==> config.mk <==
export PLATFORM = sky130hd
export DESIGN_NAME = div_share_sched
export DESIGN_NICKNAME = d
export VERILOG_FILES = /design/src/rtl/div_share_sched.sv
export SDC_FILE = /design/constraint.sdc
export NUM_CORES = 1
export LEC_CHECK = 0
export CORE_AREA = 2 2 129 131
export DETAILED_ROUTE_END_ITERATION = 10
export DIE_AREA = 0 0 131 133
export GPL_TIMING_DRIVEN = 0
export PLACE_DENSITY = 0.69
export RECOVER_POWER = 50
export SYNTH_ARGS = -nofsm -noshare
export SYNTH_HDL_FRONTEND = slang
export SYNTH_SLANG_ARGS = --single-unit
==> constraint.sdc <==
create_clock -name clock -period 11 [get_ports clock]
set_input_delay 3.3 -clock clock [delete_from_list [all_inputs] [get_ports clock]]
set_output_delay 3.3 -clock clock [all_outputs]
set_load 0.02 [all_outputs]
==> src/rtl/div_share_sched.sv <==
// div_share_sched: round-robin sharing of one pipelined divider among NREQ requesters; `DIV_FIXUP_EN adds div-by-zero/overflow fixups
module div_share_sched #(
  parameter int WIDTH = 32,
  parameter int NREQ = 2,
  parameter int PIPELINE = 4,
  parameter int SIGNED = 0,
  localparam int IDW = (NREQ > 1) ? $clog2(NREQ) : 1
) (
  input  logic                  clock,
  input  logic                  aclr,
  input  logic [NREQ-1:0]       req_valid,
  output logic [NREQ-1:0]       req_ready,
  input  logic [NREQ*WIDTH-1:0] req_numer,
  input  logic [NREQ*WIDTH-1:0] req_denom,
  output logic                  div_clken,
  output logic [WIDTH-1:0]      div_numer,
  output logic [WIDTH-1:0]      div_denom,
  input  logic [WIDTH-1:0]      div_quotient,
  input  logic [WIDTH-1:0]      div_remainder,
  output logic                  rsp_valid,
  input  logic                  rsp_ready,
  output logic [IDW-1:0]        rsp_id,
  output logic [WIDTH-1:0]      rsp_quotient,
  output logic [WIDTH-1:0]      rsp_remainder
`ifdef DIV_FIXUP_EN
  ,
  output logic                  rsp_divzero
`endif
);
  typedef struct packed {
    logic           v;
    logic [IDW-1:0] id;
`ifdef DIV_FIXUP_EN
    logic             dz;
    logic             ov;
    logic [WIDTH-1:0] numer;
`endif
  } tag_t;
`ifdef DIV_FIXUP_EN
  localparam logic [WIDTH-1:0] MIN_VAL = {1'b1, {(WIDTH-1){1'b0}}};
`endif
  if (SIGNED != 0 && SIGNED != 1) begin : g_bad_signed
    $error("SIGNED must be 0 or 1");
  end
  logic advance, accept, any, hi, lo, load;
  logic [IDW-1:0] hi_id, lo_id, grant_id, last_grant_q, last_grant_d;
  tag_t tag_in, tag_out;
  logic rsp_valid_q, rsp_valid_d;
  logic [IDW-1:0] rsp_id_q, rsp_id_d;
  logic [WIDTH-1:0] quo_q, quo_d, rem_q, rem_d, fix_q, fix_r;
`ifdef DIV_FIXUP_EN
  logic dz_q, dz_d;
`endif
  assign advance   = !rsp_valid_q || rsp_ready;
  assign div_clken = advance;
  // round-robin: lowest valid id above last_grant wins, else lowest valid at or below it
  always_comb begin
    hi = 1'b0;
    lo = 1'b0;
    hi_id = '0;
    lo_id = '0;
    for (int i = NREQ - 1; i >= 0; i--) begin
      if (req_valid[i] && IDW'(i) > last_grant_q) begin hi = 1'b1; hi_id = IDW'(i); end
      if (req_valid[i] && IDW'(i) <= last_grant_q) begin lo = 1'b1; lo_id = IDW'(i); end
    end
  end
  assign any          = hi || lo;
  assign grant_id     = hi ? hi_id : lo_id;
  assign accept       = advance && any && !aclr;
  assign req_ready    = accept ? NREQ'(1) << grant_id : '0;
  assign div_numer    = any ? req_numer[int'(grant_id)*WIDTH +: WIDTH] : '0;
  assign div_denom    = any ? req_denom[int'(grant_id)*WIDTH +: WIDTH] : '0;
  assign last_grant_d = accept ? grant_id : last_grant_q;
  // tag entering the pipe alongside the operands
  always_comb begin
    tag_in = '0;
    tag_in.v = accept;
    tag_in.id = grant_id;
`ifdef DIV_FIXUP_EN
    tag_in.dz = div_denom == '0;
    tag_in.ov = SIGNED != 0 && div_numer == MIN_VAL && div_denom == '1;
    tag_in.numer = div_numer;
`endif
  end
  if (PIPELINE == 0) begin : g_nopipe
    assign tag_out = tag_in;
  end else begin : g_pipe
    tag_t pipe_q [PIPELINE];
    // tag shift register advancing in lockstep with the divider clock enable
    always_ff @(posedge clock or posedge aclr)
      if (aclr) for (int i = 0; i < PIPELINE; i++) pipe_q[i] <= '0;
      else if (advance) begin
        pipe_q[0] <= tag_in;
        for (int i = 1; i < PIPELINE; i++) pipe_q[i] <= pipe_q[i-1];
      end
    assign tag_out = pipe_q[PIPELINE-1];
  end
`ifdef DIV_FIXUP_EN
  assign fix_q = tag_out.dz ? '1 : tag_out.ov ? MIN_VAL : div_quotient;
  assign fix_r = tag_out.dz ? tag_out.numer : tag_out.ov ? '0 : div_remainder;
`else
  assign fix_q = div_quotient;
  assign fix_r = div_remainder;
`endif
  assign load = advance && tag_out.v;
  // response register next state: load on exit, clear when advancing empty, else hold
  always_comb begin
    rsp_valid_d = advance ? tag_out.v : rsp_valid_q;
    rsp_id_d = load ? tag_out.id : rsp_id_q;
    quo_d = load ? fix_q : quo_q;
    rem_d = load ? fix_r : rem_q;
`ifdef DIV_FIXUP_EN
    dz_d = load ? tag_out.dz : dz_q;
`endif
  end
  // state registers
  always_ff @(posedge clock or posedge aclr)
    if (aclr) begin
      last_grant_q <= IDW'(NREQ - 1);
      rsp_valid_q <= 1'b0;
      rsp_id_q <= '0;
      quo_q <= '0;
      rem_q <= '0;
`ifdef DIV_FIXUP_EN
      dz_q <= 1'b0;
`endif
    end else begin
      last_grant_q <= last_grant_d;
      rsp_valid_q <= rsp_valid_d;
      rsp_id_q <= rsp_id_d;
      quo_q <= quo_d;
      rem_q <= rem_d;
`ifdef DIV_FIXUP_EN
      dz_q <= dz_d;
`endif
    end
  assign rsp_valid     = rsp_valid_q;
  assign rsp_id        = rsp_id_q;
  assign rsp_quotient  = quo_q;
  assign rsp_remainder = rem_q;
`ifdef DIV_FIXUP_EN
  assign rsp_divzero   = dz_q;
`endif
endmodule

## Yosys cells after proc, flatten, opt, wreduce, memory -nomap -nowiden

Index checks and enable logic that the tools add are counted.

- Muxes and demuxes: 10
- Magnitude comparators: 4
- Shift operators: 3
- Reduce and logical (&&, ||, !) cells: 11

Operator list:

| cell | count |
|---|---|
| indexed part select 64 x 7 -> 32 bit | 2 |
| two-way mux 32 bit | 2 |
| logical AND 1 bit | 7 |
| two-way mux 1 bit | 7 |
| greater-than comparator 1 bit, first input constant | 2 |
| <= comparator 1 bit, first input constant | 2 |
| logical NOT 1 bit | 2 |
| logical OR 1 bit | 2 |
| two-way mux 2 bit | 1 |
| << shifter 1 x 1 -> 2 bit, first input constant | 1 |

- Register bits after elaboration: 75
- Output and inout port bits: 133

## Depth between registers and ports, before layout

- Word-level depth: 8
- Depth in mapped cells: 6

## Least setup slack after synthesis

OpenSTA, ideal clock, no wires.

- Kind: in2out
- From: input port aclr
- To: output port req_ready[1]
- Data required time: 7700 ps
- Arrival time: 5364 ps
- Stages: 2
- Path slack: 2336 ps
- Cells stage by stage: inv_1 -> and3_1

- Longest elaborated chain between the ends: 3

Ends and longest elaborated chain:

| item | RTL line | source |
|---|---|---|
| start, declared | 10 | `input logic aclr,` |
| logical NOT 1 bit (no source line) | -- |  |
| logical AND 1 bit | 69 | `assign accept = advance && any && !aclr;` |
| two-way mux 2 bit | 70 | `assign req_ready = accept ? NREQ'(1) << grant_id : '0;` |
| end, declared | 12 | `output logic [NREQ-1:0] req_ready,` |

Every way passes these cells.

## Worst setup path after layout

Ends and elaborated chain as after synthesis.

==> flow_summary.ini <==
[drt]
vias = 3642
wl_met3_um = 1520
detail_route.wl_per_cell_um = 19.4
wl_met2_um = 8440
drtPass1Iterations = 4
drt-initial-drc-count = 79
routed_wl_um = 16100
top_layer = met4
via_per_inst = 4.37
postRouteAntennaNets = 0
drc = 0
wl_met1_um = 5750

[cts]
cts_setup_buffers = 0
cts.sinks = 75
hold_buffers = 0
postCtsResizedCells = 0
cts-buffers-inserted = 9
cts_tree = done
clkLatencyLatePin_ns = 0.34
ctsLongestPathBuffers = 2
clk_pin_slew_ns = 0.06
htreeDepth = 3
clock_tree.root_cell = clkbuf_16

[yosys]
yosys.area.top_type = dfrtp_1
syn-cell-area_um2 = 3750
ys.warnings.count = 0
synthMuxAreaShare_pct = 24.5
ys_ff_latch = 75
yosys.area_share.simple_pct = 3.44
syn_inst = 264
synth-adder-area-share_pct = 0
syn_area_per_cell_um2 = 14.2
synth_top_family_by_area = multiplexers
ys_types = 25
yosys-top-cells-area = dfrtp_1 49%, mux2_4 20%, a22o_1 15%
netlist.area_leader.share_pct = 49.4
synth_xor_area_share_pct = 0
synth_nets = 461
yosysSeqAreaShare_pct = 50.1
synth_compound_area_share_pct = 16.0

[cells_and_area]
area_growth_syn_to_layout_pct = 97.7
layout_commonest_cell = clkdlybuf4s50_1
final_cell_mix = 327 x clkdlybuf4s50_1, 74 x dfrtp_1, 64 x a22o_1
design_area_um2 = 7410
nets = 802
drive_gt1_share_pct = 10.2

[global_route]
grt_max_degree = 58
grt_overflow = 0
grt_first_pass_wirelength_um = 23300
grt_pass1_vias = 3961
grtUsageTotal_pct = 18.2
antenna_found_initial = 3

[worst_setup_path]
worst_path_dominant_cell_family = buffers and inverters
worstPathMaxFanout = 21
path_cells = dlygate4sd3_1 > clkinvlp_2 > and3_1 > clkdlybuf4s50_1
required_ns = 7.70
crit_path_max_incr_delay_ns = 0.75
critical_path.slowest_cell = clkinvlp_2
startpoint_type = input port
cp.arrival_ns = 5.65
critical_path_class = in2out
critPathBufInv = 3
worstSetupEndpointType = primary output

[power]
power_frac_seq_pct = 27.6
power-per-cell-area_nw_per_um2 = 239
comb_power_share_pct = 54.4
power.share.switching_pct = 36.2
ir_drop_mv = 0.0784
p_int_w = 0.00113
p_sw_w = 0.000641
leakage_nw = 3.08
p_clk_share_pct = 17.9

[sta]
setup_tns_ns = 0
fin_skew_ns = 0.00592
max_freq_ghz = 0.112
relSlewSlack_pct = -100
fin_crit_sh_pct = 81.4
setup_viol = 0
tightest_slew_ns = 3.01
report.final.hold_viol_count = 0
rsz0062_at_grt = no
slew_viol_final = 58
min_period_ns = 8.95

[placed_design]
dp_hpwl_um = 13300
gp_congestion = 0.864
placed_cell_area_um2 = 7350
io_buffers = 329

[run]
maxCapViolCount = 1

[floorplanning]
rows = 47
dieArea_um2 = 17400
die_y_um = 133
core_area_um2 = 16200
ioPinCount = 330
start_util_pct = 23.2
die_width_um = 131

[outcome]
violations = max-capacitance violations, max-slew violations
status = finished with violations

[min_path]
hold_path_class = reg2reg
[cell families (layout without fill, tap and decap cells)]
logic type	count (synthesis)	after routing
compound gates	69	69
buf+inv	26	372
flops	75	75
mux	65	65
other cells	0	3
simple gates	29	29
[metrics by stage]
step           util [%]  total power (W)  worst slack, ns  instances  hold WS, ns
6_report           45.8          0.00177             2.05        833        0.465
5_1_grt            45.8          0.00187             1.81        833        0.479
4_1_cts            47.5          0.00192             2.27        830        0.468
3_5_place_dp       45.4          0.00158             2.29        814        0.456
3_3_place_gp       45.3          0.00157            0.690        813        0.455
2_1_floorplan         -          0.00109             2.34        264        0.439
[worst min-delay path, cell delays in order (launching register included)]
cell	delay, ns
dfrtp_1	0.34
nand2_1	0.05
nand2_1	0.05
[routing by layer]
layer	GRT usage, %	vias to the layer above
li1	-	1666
met1	18.9	1760
met2	32.8	195
met3	6.75	21
met4	7.45	0
met5	0	-
[worst paths after layout]
kind                            cells after the start              from  slack (ns)                 to
worst min-delay path                                2  g_pipe.pipe_q[4]        0.46   g_pipe.pipe_q[4]
worst max register to register                      6         rsp_valid        8.55  rsp_remainder[19]
worst min register to register                      2  g_pipe.pipe_q[4]        0.46   g_pipe.pipe_q[4]
max in group asynchronous                           3              aclr        4.11  rsp_remainder[29]
min in group asynchronous                           2              aclr        3.63   g_pipe.pipe_q[6]
worst max-delay path                                4              aclr        2.05       req_ready[1]
[synthesized netlist by cell type]
cell type   n
dfstp_2     1
nor2_1      2
inv_2       1
a21boi_1    1
mux2_4     50
nand2b_1    1
clkinv_2    1
a31oi_1     2
dfrtp_1    74
nor2b_4     1
clkbuf_1    3
a22o_1     64
buf_2       6
buf_12      5
buf_4       7
a21boi_2    1
mux2_2     15
o31ai_1     1
buf_1       1
inv_1       1
buf_8       1
and2_1      1
nand2_2     1
nand2_1    22
and3_1      1
[layout make-up]
class                   count  area, µm²
fillers                  1505       8760
repair buffers            330       3300
flip-flops and latches     75       1880
multi-input cells         163       1500
well taps                 220        275
clock buffers               9        225
plain buffers              23        116
clock inverters             7       98.8
inverters                   3       13.8
diodes                      3       7.51
[sequential cells by signal (all words and copies together) (netlist names)]
register,cells
g_pipe.pipe_q,8
last_grant_q,1
rsp_id,1
rsp_quotient,32
rsp_remainder,32
rsp_valid,1
[power by group through the flow]
stage | sequential [W] | clock [W] | combinational [W]
global placement | 0.000491 | 0 | 0.00108
detailed placement | 0.000497 | 0 | 0.00109
finish | 0.000490 | 0.000318 | 0.000965
floorplan | 0.000644 | 0 | 0.000446
global route | 0.000508 | 0.000338 | 0.00103
CTS | 0.000495 | 0.000327 | 0.00109
Note: power is estimated with default switching activity, not from simulation.
==> RTL change (same flow settings) <==
`WIDTH`: 32 -> 24.
--- a/src/rtl/div_share_sched.sv
+++ b/src/rtl/div_share_sched.sv
@@ -1,6 +1,6 @@
 // div_share_sched: round-robin sharing of one pipelined divider among NREQ requesters; `DIV_FIXUP_EN adds div-by-zero/overflow fixups
 module div_share_sched #(
-  parameter int WIDTH = 32,
+  parameter int WIDTH = 24,
   parameter int NREQ = 2,
   parameter int PIPELINE = 4,
   parameter int SIGNED = 0,
Interface: changed (8 resized); port bits go from 330 to 250. The function was not compared with the original's and may differ.
==> RTL change against the unedited design <==
The run still ends with max-capacitance violations, max-slew violations left; routed wire length fell by 33%; total power down 21%; die area unchanged; via count down 23%; global-route usage fell by 6.3 points; utilization is 9.9 points lower; sequential cell count decreased by 16; worst setup slack gained 0.30 ns; worst hold slack worse by 0.0017 ns; cell area is 21% lower; synthesized area fell by 26%; largest cell class unchanged.
==> RTL change: results (changes against the unedited design) <==
Setup path
  – Critical path's slowest cell: clkdlybuf4s50_1
  – Max incr delay on CP: 0.60 ns (-0.15 ns)
  – Delay-heaviest family, CP: buffers and inverters
  – Flop2flop setup slack: 8.96 ns (+0.41 ns)
  – Largest fanout on the critical path: 10 (-52%)
  – Crit path arrival time: 5.35 ns (-0.30 ns)
  – R2r worst-path depth: 6 (unchanged)

Routing
  – Pre-antenna DRT Iters: 4 (unchanged)
  – Routed length per placed instance: 15.5 um (-20%)
  – Number of DRC markers in iteration 0: 50 (-37%)
  – DR vias/cell: 4.04 (-7.6%)

STA
  – Fin. max-slew vios: 44 (-24%)
  – Final worst clock skew: 0.00349 ns (-0.00242 ns)
  – Worst-Margin Slew: 2.26 ns (-0.745 ns)
  – Hold Slack: 0.463 ns (-0.00167 ns)

Clock network
  – Setup bufs post-CTS: 0 (unchanged)
  – CTS Buf Count: 9 (unchanged)
  – Reg clk slew, reported paths: 0.05 ns
  – Largest buffer count on any clock path: 2 (unchanged)
  – Root buffer cell: clkbuf_16
  – Clock latency on the worst-skew pair: 0.32 ns (-0.02 ns)
  – Post-CTS Resized: 0 (unchanged)

Placed design
  – Post-DP HPWL: 8800 um (-34%)
  – Final Wtd Congestion: 0.736 (-15%)
  – Port bufs: 249 (-24%)

Yosys
  – Number of synthesized flops with an enable pin: 0 (unchanged)
  – Synthesis Warnings: 0 (unchanged)
  – Post-synthesis sequential area ratio: 53.2% (+3.1 points)
  – Top post-synthesis cells by area: dfrtp_1 (52%), mux2_2 (16%), a22o_1 (15%)
  – Syn Nets: 359 (-22%)
  – Commonest cells in the netlist: dfrtp_1 (58), a22o_1 (48), mux2_2 (39), nand2_1 (22), mux2_4 (10)
  – Distinct cells, synth: 22 (-12%)

Power
  – Static leakage: 2.42 nW (-21%)
  – Peak supply drop: 0.0758 mV (-3.2%)

Global route
  – Largest net degree at the start of global routing: 44 (-24%)
  – Met3 usage in global routing: 5.01% (-1.7 points)
  – Met1 Use GR: 12.4% (-6.4 points)
  – First-pass GRT wire length: 15,700 um (-33%)
  – GR Util All Layers: 12.0% (-6.3 points)
  – Initial antenna violation count: 1 (-2)
  – Vias in the first global route: 3,004 (-24%)
  – Met2 Track Usage GR: 20.9% (-12 points)

Run
  – Max_cap viols: 1 (unchanged)

Layout
  – Filler cell count: 1,589 (+5.6%)
  – Final net count: 620 (-23%)
  – Share of cells above drive strength 1: 16.6% (+6.4 points)
  – Inserted Diodes: 0 (-3)

Outcome
  – Status: complete, but fails checks
  – Failing checks: max-capacitance violations, max-slew violations

Hold path
  – Hold WC Path Type: flip-flop to flip-flop
  – WHS Path Cells: 2 (unchanged)
==> RTL change: changes by cell type in the layout (fill, tap and decap cells not counted), sizes merged <==
cell and change:
a22o -16, buf -2, bufinv -1, clkbuf -2, clkdlybuf4s50 -88, clkinv +1
clkinvlp -1, dfrtp -16, diode -3, dlygate4sd3 +8, inv -1, mux2 -16
==> RTL change: layout make-up <==
type	instances	area (sq um)	area share, %
multi-input combinational	131	1170	20.1
tap	220	275	4.73
buffer	17	92.6	1.59
clock buffer	11	243	4.17
inverter	3	12.5	0.215
timing repair buffer	250	2500	42.9
clock inverter	5	52.6	0.903
sequential	59	1480	25.4
==> RTL change: routing by layer <==
| layer | part of all wire, % | vias to the layer above |
|---|---|---|
| met2 | 50 | 166 |
| met4 | 1.7 | 2 |
| met1 | 36 | 1329 |
| met5 | 0.12 | - |
| met3 | 11 | 15 |
| li1 | - | 1299 |
==> RTL change: power by group <==
| group | internal [W] | switching (W) |
|---|---|---|
| sequential | 0.000328 | 0.0000536 |
| clock | 0.000180 | 0.0000964 |
| combinational | 0.000403 | 0.000341 |
==> RTL change: worst paths after layout <==
path | startpoint | endpoint
setup / recovery | req_valid[0] | div_denom[16]
hold / removal | g_pipe.pipe_q[6]$_DFFE_PP0N_ | g_pipe.pipe_q[6]$_DFFE_PP0N_
setup reg to reg | rsp_valid$_DFFE_PP0N_ | rsp_quotient[12]$_DFFE_PP0P_
hold reg to reg | g_pipe.pipe_q[6]$_DFFE_PP0N_ | g_pipe.pipe_q[6]$_DFFE_PP0N_
max in group asynchronous | aclr | rsp_quotient[23]$_DFFE_PP0P_
min in group asynchronous | aclr | rsp_quotient[21]$_DFFE_PP0P_
==> RTL change: per-stage QoR <==
| step | setup slack [ns] | instance area (sq um) | std cells | util (%) |
|---|---|---|---|---|
| final | 2.35 | 5820 | 696 | 36.0 |
| after global routing | 2.24 | 5820 | 696 | 36.0 |
| after CTS | 2.32 | 5860 | 696 | 36.3 |
| after detailed placement | 2.33 | 5570 | 680 | 34.4 |
| after global placement | 1.26 | 5550 | 679 | 34.3 |
| after floorplan | 2.70 | 2780 | 210 | - |
==> RTL change: cell families after synthesis <==
| logic type | count (synthesis) | synth area share [%] |
|---|---|---|
| mux | 49 | 21.2 |
| simple gates | 29 | 4.64 |
| buf+inv | 20 | 4.37 |
| flops | 59 | 53.2 |
| compound gates | 53 | 16.7 |
==> RTL change: worst reg2reg max path, stage by stage, from the launching register on <==
cell	delay, ns
dfrtp_1	0.34
nor2b_1	0.20
clkinvlp_2	0.17
nand2_1	0.19
clkbuf_1	0.47
buf_8	0.24
mux2_4	0.32
